`src/rtl/mem_port_arbiter.sv`:
```
// Two-master memory port arbiter: round-robin grant, one access per transaction,
// fixed slave read latency, read data captured per master.
module mem_port_arbiter #(
  parameter int LENGTH  = 32,
  parameter int MEM_LAT = 1
) (
  input  logic              clock,
  input  logic              reset,
  input  logic              m0_req,
  input  logic              m1_req,
  input  logic              m0_we,
  input  logic              m1_we,
  input  logic [LENGTH-1:0] m0_addr,
  input  logic [LENGTH-1:0] m1_addr,
  input  logic [LENGTH-1:0] m0_wdata,
  input  logic [LENGTH-1:0] m1_wdata,
  output logic              m0_gnt,
  output logic              m1_gnt,
  output logic              m0_done,
  output logic              m1_done,
  output logic [LENGTH-1:0] m0_rdata,
  output logic [LENGTH-1:0] m1_rdata,
  output logic              HSEL,
  output logic              HWRITE,
  output logic [LENGTH-1:0] HADDR,
  output logic [LENGTH-1:0] HWDATA,
  input  logic [LENGTH-1:0] HRDATA,
  output logic              busy
);

  // state  | meaning
  // IDLE   | no owner; requests sampled and arbitrated
  // ACCESS | one-cycle slave select with the owner's latched command
  // WAIT   | MEM_LAT cycles of slave latency; read data captured on exit
  // DONE   | one-cycle completion pulse to the owner
  typedef enum logic [1:0] {IDLE, ACCESS, WAIT, DONE} arbStateT;

  localparam logic [2:0] LAT = 3'(MEM_LAT);

  arbStateT    state, stateNext;
  logic [2:0]  waitCnt, waitCntNext;
  logic        owner, ownerNext;
  logic        lastOwner;
  logic        ownerWe;
  logic        grantNow;
  logic        winner;
  logic        selWe;
  logic [LENGTH-1:0] selAddr, selWdata;
  logic        captureRead;

  always_comb begin
    stateNext   = state;
    waitCntNext = waitCnt;
    grantNow    = 1'b0;
    winner      = owner;
    case (state)
      IDLE: begin
        if (m0_req || m1_req) begin
          stateNext = ACCESS;
          grantNow  = 1'b1;
          // on contention the master that did not go last wins
          if (m0_req && m1_req) winner = ~lastOwner;
          else                  winner = m1_req;
        end
      end
      ACCESS: begin
        stateNext   = WAIT;
        waitCntNext = LAT;
      end
      WAIT: begin
        if (waitCnt <= 3'd1) begin
          stateNext   = DONE;
          waitCntNext = 3'd0;
        end else begin
          waitCntNext = waitCnt - 3'd1;
        end
      end
      DONE:    stateNext = IDLE;
      default: stateNext = IDLE;
    endcase
  end

  always_comb begin
    ownerNext   = grantNow ? winner : owner;
    selWe       = winner ? m1_we    : m0_we;
    selAddr     = winner ? m1_addr  : m0_addr;
    selWdata    = winner ? m1_wdata : m0_wdata;
    captureRead = (state == WAIT) && (stateNext == DONE) && !ownerWe;
  end

  always_ff @(posedge clock or negedge reset) begin
    if (!reset) begin
      state   <= IDLE;
      waitCnt <= 3'd0;
    end else begin
      state   <= stateNext;
      waitCnt <= waitCntNext;
    end
  end

  always_ff @(posedge clock or negedge reset) begin
    if (!reset) begin
      owner     <= 1'b0;
      lastOwner <= 1'b1;
      ownerWe   <= 1'b0;
      HADDR     <= '0;
      HWDATA    <= '0;
      HSEL      <= 1'b0;
      HWRITE    <= 1'b0;
      m0_gnt    <= 1'b0;
      m1_gnt    <= 1'b0;
      m0_done   <= 1'b0;
      m1_done   <= 1'b0;
      busy      <= 1'b0;
      m0_rdata  <= '0;
      m1_rdata  <= '0;
    end else begin
      if (grantNow) begin
        owner     <= winner;
        lastOwner <= winner;
        ownerWe   <= selWe;
        HADDR     <= selAddr;
        HWDATA    <= selWdata;
      end
      HSEL    <= grantNow;
      HWRITE  <= grantNow && selWe;
      m0_gnt  <= (stateNext != IDLE) && !ownerNext;
      m1_gnt  <= (stateNext != IDLE) && ownerNext;
      m0_done <= (stateNext == DONE) && !owner;
      m1_done <= (stateNext == DONE) && owner;
      busy    <= (stateNext != IDLE);
      if (captureRead) begin
        if (owner) m1_rdata <= HRDATA;
        else       m0_rdata <= HRDATA;
      end
    end
  end

endmodule

```
`config.mk`:
```
export PLATFORM = sky130hd
export DESIGN_NAME = mem_port_arbiter
export DESIGN_NICKNAME = d
export VERILOG_FILES = /design/src/rtl/mem_port_arbiter.sv
export SDC_FILE = /design/constraint.sdc
export NUM_CORES = 1
export LEC_CHECK = 0
export ABC_AREA = 1
export BUFFER_PORTS_ARGS = -buffer_cell sky130_fd_sc_hd__buf_4
export CORE_UTILIZATION = 46
export CTS_CLUSTER_DIAMETER = 150
export DETAILED_ROUTE_END_ITERATION = 16
export GPL_ROUTABILITY_DRIVEN = 0
export GPL_TIMING_DRIVEN = 0
export PLACE_DENSITY = 0.82
export SYNTH_ARGS = -nofsm -noshare
export SYNTH_HDL_FRONTEND = slang
export SYNTH_SLANG_ARGS = --single-unit
```
`constraint.sdc`:
```
create_clock -name clock -period 1.7 [get_ports clock]
set_input_delay 0.085 -clock clock [delete_from_list [all_inputs] [get_ports clock]]
set_output_delay 0.085 -clock clock [all_outputs]
set_load 0.01 [all_outputs]
```
==> metrics.md, run 1 <==
| Metric | Value |
|---|---|
| Number of global-route vias before repair | `8212` |
| Synth cell types | `24` |
| Initial drt markers | `1246` |
| Drt pass-1 iters | `8` |
| Most frequent cell after synthesis | `nand2_1` |
| Max_slew headroom | `47.4%` |
| Gr ovfl total | `0` |
| Max Root-Sink Buffers | `2` |
| Startpoint Class | `register` |
| Fillers | `627` |
| Io pins | `301` |
| Number of synthesized flops with an enable pin | `0` |
| Final setup vio count | `45` |
| Tcrit/Tclk final | `121%` |
| Pwr/cell area | `1940 nW/µm²` |
| Design area | `11400 µm²` |
| Reg2reg path depth | `8` |
| CP required | `1.99 ns` |
| Port buffer count | `300` |
| Setup CP Type | `reg2reg` |
| H-tree depth | `4` |
| Avg Cell Area, Syn | `8.85 µm²` |
| Commonest cells in the netlist | `nand2_1, dfrtp_1, o21ai_0, nor2_1, nand4_1` |
| R2R setup slack | `-0.36 ns` |
| DR WL/cell | `23.8 µm` |
| Measured slew at the worst slew-check pin | `0.788 ns` |
| Vias post-DR | `8466` |
| Worst Skew | `0.0146 ns` |
| Fraction of layout instances using a drive strength above 1 | `35.9%` |
| Via density | `6.15` |
| Failing checks | `hold timing, setup timing` |
| P&R area growth vs syn | `84.0%` |
| Post-Syn Area | `between 6000 and 7000 µm²` |
| Min-Delay Path Depth | `3` |
| RR Startpoint | `state[1]$_DFF_PN0_` |
| Critical path launch point | `state[1]$_DFF_PN0_` |
| Status | `complete, but fails checks` |
| Final WS setup | `-0.358 ns` |
| Post-DP Area | `roughly 8700 µm²` |
| Latest clock arrival within the worst-skew pair | `0.44 ns` |
| Horiz. Die Dim | `118 µm` |
| Routed Antenna Nets | `0` |
| Largest net degree at the start of global routing | `between 80 and 90` |
| Reg-to-Reg End | `HWDATA[21]$_DFFE_PN0N_` |
| RSZ-0062 raised after global routing | `true` |
| FP Rows | `42` |
| Num CTS Buffers | `17` |
| Largest fanout on the critical path | `10` |
| Synth Warn # | `0` |
| HPWL after DPL | `approximately 15 mm` |
| Root Driver | `clkbuf_16` |
| Fin Hold WS | `-0.0208 ns` |
| Sequential area share after synthesis | `57.8%` |
| Core region area | `roughly 13000 µm²` |
| Sequential share of power | `28.1%` |
| CTS tree | `built` |
| Arrival time worst endpoint | `2.35 ns` |
| Max Freq | `slightly below 500 MHz` |
| VDD IR-drop max | `0.00119 V` |
| CTS sink count | `143` |
| Routed WL | `32.8 mm` |
| Max-slew violations | `0` |
| Net Switching | `9.27 mW` |
| Initial antenna violation count | `1` |
| Synth Flop Type | `dfrtp_1` |
| Combinational Power Share | `51.5%` |
| Clock network fraction of total power | `between 20% and 30%` |
| Syn nets | `870` |
| Async SR Flop Fraction | `100%` |
| Min Tclk post-route | `2.06 ns` |
| Int Pwr | `12.8 mW` |
| Synth area leader | `dfrtp_1` |
| Die Span Y | `roughly 120 µm` |
| Ranking of synthesized cells by area | `dfrtp_1, nand2_1, nand4_1, o21ai_0, o21ai_1` |
| Initial Util | `46.9%` |
| Nets | `roughly 1400` |
| Net Sw Frac | `between 40% and 50%` |
| Global-route wire length before repair | `approximately 45 mm` |
| MaxCap Viol Count | `0` |
| Hold path endpoint | `HADDR[30]$_DFFE_PN0N_` |
| Setup crit end kind | `register` |
| Hold Startpoint | `m1_addr[30]` |
| Leakage | `approximately 5.7 nW` |
| Seq cells post-synth | `143` |
| Gr usage total | `42.0%` |
| Reg clk slew, reported paths | `0.07 ns` |
| Worst hold path type | `in2reg` |
| DIE AREA | `approximately 14000 µm²` |
| Gate Count Post-Synth | `700` |
| DRC Markers | `0` |
| Final hold vios | `2` |
| Post-synth top area share | `57.4%` |
[per-stage QoR]
step                worst slack [ns]  cells  util, %  TNS [ns]  power [mW]
finish                        -0.358   1377     86.4     -2.73        22.1
CTS                          0.00285   1363     83.0         0        19.3
global route                  -0.366   1377     86.4     -7.39        22.9
detailed placement           -0.0959   1177     65.9     -4.16        14.4
global placement              -0.120   1176     65.7    -16.14        14.2
floorplan                      0.182    700        -         0        10.4
[state kept, by name, summed over array words and instances (netlist names), 2 cells and up]
signal and cells:
HADDR 32, HWDATA 32, m0_rdata 32, m1_rdata 32, waitCnt 3, state 2
[critical path: stages (launching register included)]
cell and delay [ns]:
dfrtp_1 0.39, inv_1 0.13, ha_4 0.16, nand2_1 0.08
a21oi_4 0.22, a21oi_4 0.08, clkbuf_4 0.22, nor2_1 0.46
o21ai_1 0.17
[per-layer routing]
metal / vias up / track usage, % / wire length [µm]
met5: - / 0 / 0
met4: 0 / 30.2 / 3020
met3: 327 / 13.5 / 4090
met2: 867 / 68.5 / 15000
met1: 3948 / 46.3 / 10700
li1: 3324 / - / -
[worst max-delay path by stage]
stage / end / cells after the start / slack [ns]
3_5_place_dp: HADDR[28]$_DFFE_PN0N_ / 7 / -0.1
2_1_floorplan: m0_rdata[22]$_DFFE_PN0P_ / 10 / 0.18
4_1_cts: m0_rdata[29]$_DFFE_PN0P_ / 10 / 0.003
5_1_grt: HWDATA[19]$_DFFE_PN0N_ / 8 / -0.37
3_3_place_gp: HADDR[11]$_DFFE_PN0N_ / 1 / -0.12
6_report: HWDATA[21]$_DFFE_PN0N_ / 8 / -0.36
[placed cells by master, fill, tap and decap left out, drive strengths merged]
cell / n
inv: 17
a211oi: 1
clkinv: 2
xor2: 1
dlygate4sd3: 155
o21ai: 132
nand4: 67
bufinv: 7
a21oi: 5
dfstp: 1
nand3: 2
ha: 4
nand2: 203
clkbuf: 38
o22ai: 1
dfrtp: 142
diode: 1
nor2: 69
buf: 351
clkinvlp: 2
[what timing repair did]
item | CTS | global route
pin swaps | 0 | 16
hold endpoints to repair | 211 | 0
hold buffers | 155 | 0
gates cloned | 0 | 5
endpoints found under the setup margin | 108 | 123
setup buffers | 0 | 8
gates resized for setup | 8 | 119
[power by group through the flow]
stage	clock (mW)	sequential [mW]	combinational (mW)
3_5_place_dp	0	5.88	8.55
2_1_floorplan	0	6.50	3.91
4_1_cts	4.42	5.89	8.95
3_3_place_gp	0	5.86	8.39
5_1_grt	4.66	6.27	11.9
6_report	4.51	6.21	11.4
[cell families after synthesis]
| logic type | Yosys count | share of synthesized area, % |
|---|---|---|
| fa+ha+maj | 4 | 0.808 |
| compound gates | 139 | 11.5 |
| simple gates | 341 | 23.7 |
| flops | 143 | 57.8 |
| buf+inv | 72 | 6.00 |
| xor+xnor | 1 | 0.141 |
[final cells by class]
type | count | area, µm² | area share [%]
antenna | 1 | 2.50 | 0.0220
buffer | 55 | 437 | 3.83
clock buffer | 20 | 457 | 4.01
clock inverter | 11 | 235 | 2.06
inverter | 17 | 68.8 | 0.604
multi-input combinational | 485 | 2390 | 21.0
sequential | 143 | 3580 | 31.4
tap | 176 | 220 | 1.93
timing repair buffer | 469 | 4000 | 35.1
Note: power is estimated with default switching activity, not from simulation.
==> inputs of run 2 (changes only) <==
--- a/config.mk
+++ b/config.mk
@@ -6,13 +6,13 @@
 export NUM_CORES = 1
 export LEC_CHECK = 0
 export ABC_AREA = 1
-export BUFFER_PORTS_ARGS = -buffer_cell sky130_fd_sc_hd__buf_4
 export CORE_UTILIZATION = 46
 export CTS_CLUSTER_DIAMETER = 150
 export DETAILED_ROUTE_END_ITERATION = 16
+export DONT_BUFFER_PORTS = 1
 export GPL_ROUTABILITY_DRIVEN = 0
 export GPL_TIMING_DRIVEN = 0
-export PLACE_DENSITY = 0.82
+export PLACE_DENSITY = 0.63
 export SYNTH_ARGS = -nofsm -noshare
 export SYNTH_HDL_FRONTEND = slang
 export SYNTH_SLANG_ARGS = --single-unit
==> run 2 against run 1 <==
Non-clock buffer count down 297. Sequential share of layout area up 8.1 points. Largest cell class is now sequential cells. Sequential power up 12%. Die area unchanged. Worst setup slack better by 0.34 ns. Register-to-register slack better by 0.34 ns. Via count down 26%. The flow still finishes with violations (hold timing, setup timing). Combinational power down 43%.
==> metrics.md, run 2 (synthesis gave the netlist of run 1 again) <==
| Metric | Value |
|---|---|
| Post-DP Area | `6410 µm² (-26%)` |
| Core region area | `13200 µm² (unchanged)` |
| Setup CP Type | `reg2reg` |
| RR Startpoint | `state[0]$_DFF_PN0_` |
| Number of global-route vias before repair | `6461 (-21%)` |
| Port buffer count | `0 (-100%)` |
| Commonest non-fill, non-tap cell in the layout | `nand2_1` |
| Arrival time worst endpoint | `2.02 ns (-0.33 ns)` |
| Reg clk slew, reported paths | `0.06 ns (about the same)` |
| DR WL/cell | `20.2 µm (-15%)` |
| Io pins | `301 (unchanged)` |
| MaxCap Viol Count | `0 (unchanged)` |
| CP required | `2.00 ns (about the same)` |
| Horiz. Die Dim | `118 µm (unchanged)` |
| Tcrit/Tclk final | `101% (-20 points)` |
| Reg-to-Reg End | `HWDATA[27]$_DFFE_PN0N_` |
| R2R setup slack | `-0.02 ns (+0.34 ns)` |
| Net Switching | `7.45 mW (-20%)` |
| Latest clock arrival within the worst-skew pair | `0.42 ns (-0.02 ns)` |
| Leakage | `4.22 nW (-27%)` |
| Root Driver | `clkbuf_16` |
| RSZ-0062 raised after global routing | `true` |
| Setup crit end kind | `register` |
| Gr usage total | `31.1% (-11 points)` |
| Min Tclk post-route | `1.72 ns (-0.336 ns)` |
| Final WS setup | `-0.0219 ns (+0.336 ns)` |
| Largest net degree at the start of global routing | `144 (+73%)` |
| Worst hold path type | `in2async` |
| Combinational Power Share | `36.9% (-15 points)` |
| Drt pass-1 iters | `7 (-1)` |
| Via density | `5.76 (-6.3%)` |
| VDD IR-drop max | `0.000950 V (-20%)` |
| Initial drt markers | `582 (-53%)` |
| CTS tree | `built` |
| Inserted Diodes | `0 (-1)` |
| Max-slew violations | `0 (unchanged)` |
| Vias post-DR | `6223 (-26%)` |
| Int Pwr | `10.3 mW (-20%)` |
| Failing checks | `hold timing, setup timing` |
| Routed WL | `21.8 mm (-34%)` |
| Nets | `1061 (-22%)` |
| Startpoint Class | `register` |
| Final hold vios | `143 (+141)` |
| Initial antenna violation count | `0 (-1)` |
| Worst Skew | `0.00629 ns (-0.00831 ns)` |
| DRC Markers | `0 (unchanged)` |
| DIE AREA | `13900 µm² (unchanged)` |
| Num CTS Buffers | `17 (unchanged)` |
| Placed cell count | `876 (-26%)` |
| Max_slew headroom | `62.6% (+15 points)` |
| Net Sw Frac | `42.0% (+0.075 points)` |
| Routed Antenna Nets | `0 (unchanged)` |
| P&R area growth vs syn | `46.1%` |
| Clock network fraction of total power | `23.7% (+3.3 points)` |
| Fin Hold WS | `-0.640 ns (-0.619 ns)` |
| Global-route wire length before repair | `33.7 mm (-24%)` |
| Status | `complete, but fails checks` |
| Max Freq | `581 MHz (+20%)` |
| FP Rows | `42 (unchanged)` |
| Fraction of layout instances using a drive strength above 1 | `14.5% (-21 points)` |
| Reg2reg path depth | `9 (+1)` |
| Pwr/cell area | `1960 nW/µm² (+0.92%)` |
| Commonest cells after routing, fill and taps aside | `nand2_1, dlygate4sd3_1, dfrtp_1, o21ai_0, nand4_1` |
| HPWL after DPL | `13.0 mm (-12%)` |
| H-tree depth | `4 (unchanged)` |
| CTS sink count | `143 (unchanged)` |
| Measured slew at the worst slew-check pin | `0.561 ns (-0.227 ns)` |
| Initial Util | `46.9% (unchanged)` |
| Final setup vio count | `11 (-76%)` |
| Gr ovfl total | `0 (unchanged)` |
| Die Span Y | `118 µm (unchanged)` |
| Sequential share of power | `39.4% (+11 points)` |
| Largest fanout on the critical path | `10 (unchanged)` |
| Fin cells | `1080 (-22%)` |
| Max Root-Sink Buffers | `2 (unchanged)` |
| CTS Hold Bufs | `164 (+5.8%)` |
| Design area | `9050 µm² (-21%)` |
[run 2: worst max-delay path by stage]
stage,endpoint,depth (start not counted),startpoint,slack (ns)
global route,HWDATA[21]$_DFFE_PN0N_,9,state[0]$_DFF_PN0_,-0.09
CTS,HADDR[21]$_DFFE_PN0N_,8,state[0]$_DFF_PN0_,0.0001
floorplan,m0_rdata[22]$_DFFE_PN0P_,10,state[0]$_DFF_PN0_,0.18
finish,HWDATA[27]$_DFFE_PN0N_,9,state[0]$_DFF_PN0_,-0.02
detailed placement,HADDR[22]$_DFFE_PN0N_,7,state[0]$_DFF_PN0_,-0.20
global placement,HADDR[22]$_DFFE_PN0N_,7,state[0]$_DFF_PN0_,-0.16
[run 2: layer usage]
metal / wire, µm / track usage, %
met4: 898 / 17.2
met2: 10900 / 51.9
met3: 2000 / 9.93
met5: 0 / 0
met1: 7960 / 35.3
[run 2: power by group through the flow]
| stage | clock (mW) | combinational [mW] | sequential, mW |
|---|---|---|---|
| after global placement | 0 | 4.90 | 6.95 |
| after floorplan | 0 | 3.91 | 6.50 |
| after global routing | 4.39 | 7.19 | 7.12 |
| after CTS | 4.24 | 5.68 | 6.94 |
| after detailed placement | 0 | 5.15 | 6.95 |
| final | 4.20 | 6.53 | 6.98 |
[run 2: repair_timing]
item	in CTS	in global routing
endpoints found under the setup margin	116	125
pin swaps	3	14
resized for setup	23	85
endpoints found under the hold margin	274	143
setup buffers	2	4
gates cloned	0	2
[run 2: cell type report]
cell class	count	area, µm²
well taps	176	220
clock inverters	11	211
clock buffers	21	450
fillers	949	4140
flip-flops and latches	143	3580
plain buffers	55	420
inverters	17	68.8
multi-input cells	485	2400
repair buffers	172	1700
[run 2: worst max-delay path, stage by stage (launching register included)]
cell and delay, ns:
dfrtp_1 0.39, inv_4 0.11, ha_4 0.14, nand2_1 0.08, a21oi_4 0.25, a21oi_4 0.09, buf_6 0.16, buf_4 0.18
nor2_2 0.11, o21ai_1 0.10
[run 2: per-stage QoR]
| stage | hold slack [ns] | setup TNS (ns) | util, % | setup slack [ns] | total power [mW] |
|---|---|---|---|---|---|
| floorplan | -0.211 | 0 | - | 0.182 | 10.4 |
| global placement | -0.207 | -1.69 | 48.6 | -0.159 | 11.8 |
| detailed placement | -0.206 | -5.02 | 48.6 | -0.199 | 12.1 |
| CTS | -0.655 | 0 | 66.7 | 0.000101 | 16.9 |
| global route | -0.662 | -4.56 | 68.6 | -0.0887 | 18.7 |
| finish | -0.640 | -0.0913 | 68.6 | -0.0219 | 17.7 |
==> inputs of run 3 (changes only) <==
--- a/config.mk
+++ b/config.mk
@@ -6,13 +6,16 @@
 export NUM_CORES = 1
 export LEC_CHECK = 0
 export ABC_AREA = 1
-export CORE_UTILIZATION = 46
+export CORE_AREA = 2 2 116 118
 export CTS_CLUSTER_DIAMETER = 150
 export DETAILED_ROUTE_END_ITERATION = 16
+export DIE_AREA = 0 0 118 120
 export DONT_BUFFER_PORTS = 1
 export GPL_ROUTABILITY_DRIVEN = 0
 export GPL_TIMING_DRIVEN = 0
-export PLACE_DENSITY = 0.63
+export HOLD_SLACK_MARGIN = 0.15
+export MAX_ROUTING_LAYER = met4
+export PLACE_DENSITY = 0.65
 export SYNTH_ARGS = -nofsm -noshare
 export SYNTH_HDL_FRONTEND = slang
 export SYNTH_SLANG_ARGS = --single-unit
==> run 3 against run 2 <==
The flow still finishes with violations (hold timing, setup timing). First-iteration DRC count fell by 5.5%. Global-route usage up 1.2 points. Fmax grew 0.66%. Count of clock-buffer cells in the layout up 2. Sequential power about the same. Clock power shrank 10%. Worst setup slack improved by 0.011 ns. Non-clock buffer count grew 5. Clock skew is 0.0058 ns higher. Via count increased by 3.1%. Largest power group unchanged. Highest routed layer unchanged.
==> metrics.md, run 3 (synthesis gave the netlist of run 1 again) <==
| Metric | Value |
|---|---|
| Global-route wire length before repair | `34.7 mm (+3.1%)` |
| Arrival time worst endpoint | `2.04 ns (+0.02 ns)` |
| Pwr/cell area | `1950 nW/µm² (-0.54%)` |
| Initial antenna violation count | `2 (+2)` |
| H-tree depth | `4 (unchanged)` |
| Largest net degree at the start of global routing | `144 (unchanged)` |
| Setup CP Type | `reg2reg` |
| CTS tree | `built` |
| Final WS setup | `-0.0106 ns (+0.0113 ns)` |
| Die Span Y | `120 µm (+1.7%)` |
| Horiz. Die Dim | `118 µm (about the same)` |
| Tcrit/Tclk final | `101% (-0.66 points)` |
| CTS Hold Bufs | `165 (+0.61%)` |
| Measured slew at the worst slew-check pin | `0.664 ns (+0.103 ns)` |
| Worst hold path type | `in2async` |
| Leakage | `4.21 nW (-0.27%)` |
| Fin util | `69.3% (+0.72 points)` |
| MaxCap Viol Count | `0 (unchanged)` |
| Number of global-route vias before repair | `6698 (+3.7%)` |
| Max-slew violations | `0 (unchanged)` |
| Worst Skew | `0.0121 ns (+0.00583 ns)` |
| HPWL after DPL | `13.3 mm (+2.4%)` |
| Reg clk slew, reported paths | `0.06 ns (about the same)` |
| DIE AREA | `14200 µm² (+1.7%)` |
| RSZ-0062 raised after global routing | `true` |
| Max Root-Sink Buffers | `2 (unchanged)` |
| Initial Util | `47.7% (+0.76 points)` |
| Core region area | `13000 µm² (-1.6%)` |
| Max_slew headroom | `55.8% (-6.8 points)` |
| Gr ovfl total | `0 (unchanged)` |
| Port buffer count | `0 (unchanged)` |
| Fin Hold WS | `-0.642 ns (-0.00201 ns)` |
| Fillers | `937 (-1.3%)` |
| Root Driver | `clkbuf_16` |
| Io pins | `301 (unchanged)` |
| Min Tclk post-route | `1.71 ns (-0.0113 ns)` |
| Num CTS Buffers | `17 (unchanged)` |
| Routed WL | `23.0 mm (+5.5%)` |
| P&R area growth vs syn | `45.3%` |
| Gr usage total | `32.3% (+1.2 points)` |
| Status | `complete, but fails checks` |
| Commonest cells after routing, fill and taps aside | `nand2_1, dlygate4sd3_1, dfrtp_1, o21ai_0, nand4_1` |
| CP required | `2.03 ns (+0.03 ns)` |
| VDD IR-drop max | `0.000991 V (+4.3%)` |
| Largest fanout on the critical path | `10 (unchanged)` |
| FP Rows | `42 (unchanged)` |
| Via density | `5.90 (+2.4%)` |
| Latest clock arrival within the worst-skew pair | `0.42 ns (about the same)` |
| Nets | `1066 (+0.47%)` |
| Max Freq | `585 MHz (+0.66%)` |
| Placed cell count | `876 (unchanged)` |
| Startpoint Class | `register` |
| Fin cells | `1088 (+0.74%)` |
| Commonest non-fill, non-tap cell in the layout | `nand2_1` |
| Setup crit end kind | `register` |
| DRC Markers | `0 (unchanged)` |
| Final setup vio count | `1 (-10)` |
| Routed Antenna Nets | `0 (unchanged)` |
| Fraction of layout instances using a drive strength above 1 | `13.9% (-0.63 points)` |
| Failing checks | `hold timing, setup timing` |
| DR WL/cell | `21.1 µm (+4.7%)` |
| Initial drt markers | `550 (-5.5%)` |
| Final total power | `17.5 mW (-1.1%)` |
| Drt pass-1 iters | `5 (-2)` |
| CTS sink count | `143 (unchanged)` |
| Vias post-DR | `6419 (+3.1%)` |
| Final hold vios | `143 (unchanged)` |
-- run 3: repair_timing --
| item | 4_1_cts | 5_1_grt |
|---|---|---|
| buffers inserted | 5 | 3 |
| endpoints found under the hold margin | 278 | 143 |
| setup endpoints to repair | 111 | 126 |
| cloned | 2 | 2 |
| pin swaps | 4 | 13 |
| gates resized for setup | 14 | 81 |
-- run 3: layer usage --
layer | track usage (%) | wire length [µm] | share of wire (%)
met1 | 33.2 | 7870 | 34
met2 | 53.8 | 11600 | 50
met3 | 11.0 | 2340 | 10
met4 | 19.3 | 1170 | 5.1
met5 | - | 0 | 0
-- run 3: cell type report --
class                      instances  area [µm²]  share of cell area, %
antenna                            3        7.51                 0.0835
buffer                            55         395                   4.40
clock buffer                      23         488                   5.42
clock inverter                     9         106                   1.18
inverter                          17        68.8                  0.765
multi-input combinational        485        2370                   26.4
sequential                       143        3580                   39.8
tap                              176         220                   2.45
timing repair buffer             177        1760                   19.5
-- run 3: power by group --
part | internal, mW | leakage, nW | total, mW | switching, mW
sequential | 5.00 | 1.78 | 7.00 | 2.00
combinational | 2.60 | 2.14 | 6.74 | 4.14
clock | 2.31 | 0.286 | 3.77 | 1.46
-- run 3: worst paths after layout --
kind                                  startpoint                    end  slack [ns]  cells after the start
max                           state[0]$_DFF_PN0_   HADDR[3]$_DFFE_PN0N_       -0.01                      8
min                                        reset      m1_done$_DFF_PN0_       -0.64                      0
max reg2reg                   state[0]$_DFF_PN0_   HADDR[3]$_DFFE_PN0N_       -0.01                      8
min reg2reg                lastOwner$_DFFE_PN1N_  lastOwner$_DFFE_PN1N_        0.55                      2
max in group asynchronous                  reset  lastOwner$_DFFE_PN1N_        2.13                      0
min in group clock                        m0_req  lastOwner$_DFFE_PN1N_        0.21                      4
-- run 3: worst max-delay path, cell delays in order (launching register included) --
cell and delay (ns):
dfrtp_1 0.39, inv_4 0.11, ha_4 0.15, nand2_1 0.08
a21oi_4 0.20, buf_6 0.17, buf_4 0.17, o21ai_0 0.13
o21ai_1 0.23
-- run 3: metrics by stage --
step	area, µm²	worst slack (ns)	TNS (ns)
5_1_grt	8990	-0.0613	-0.542
3_5_place_dp	6410	-0.176	-7.11
4_1_cts	8760	0.00125	0
3_3_place_gp	6410	-0.111	-1.63
2_1_floorplan	6190	0.182	0
6_report	8990	-0.0106	-0.0106
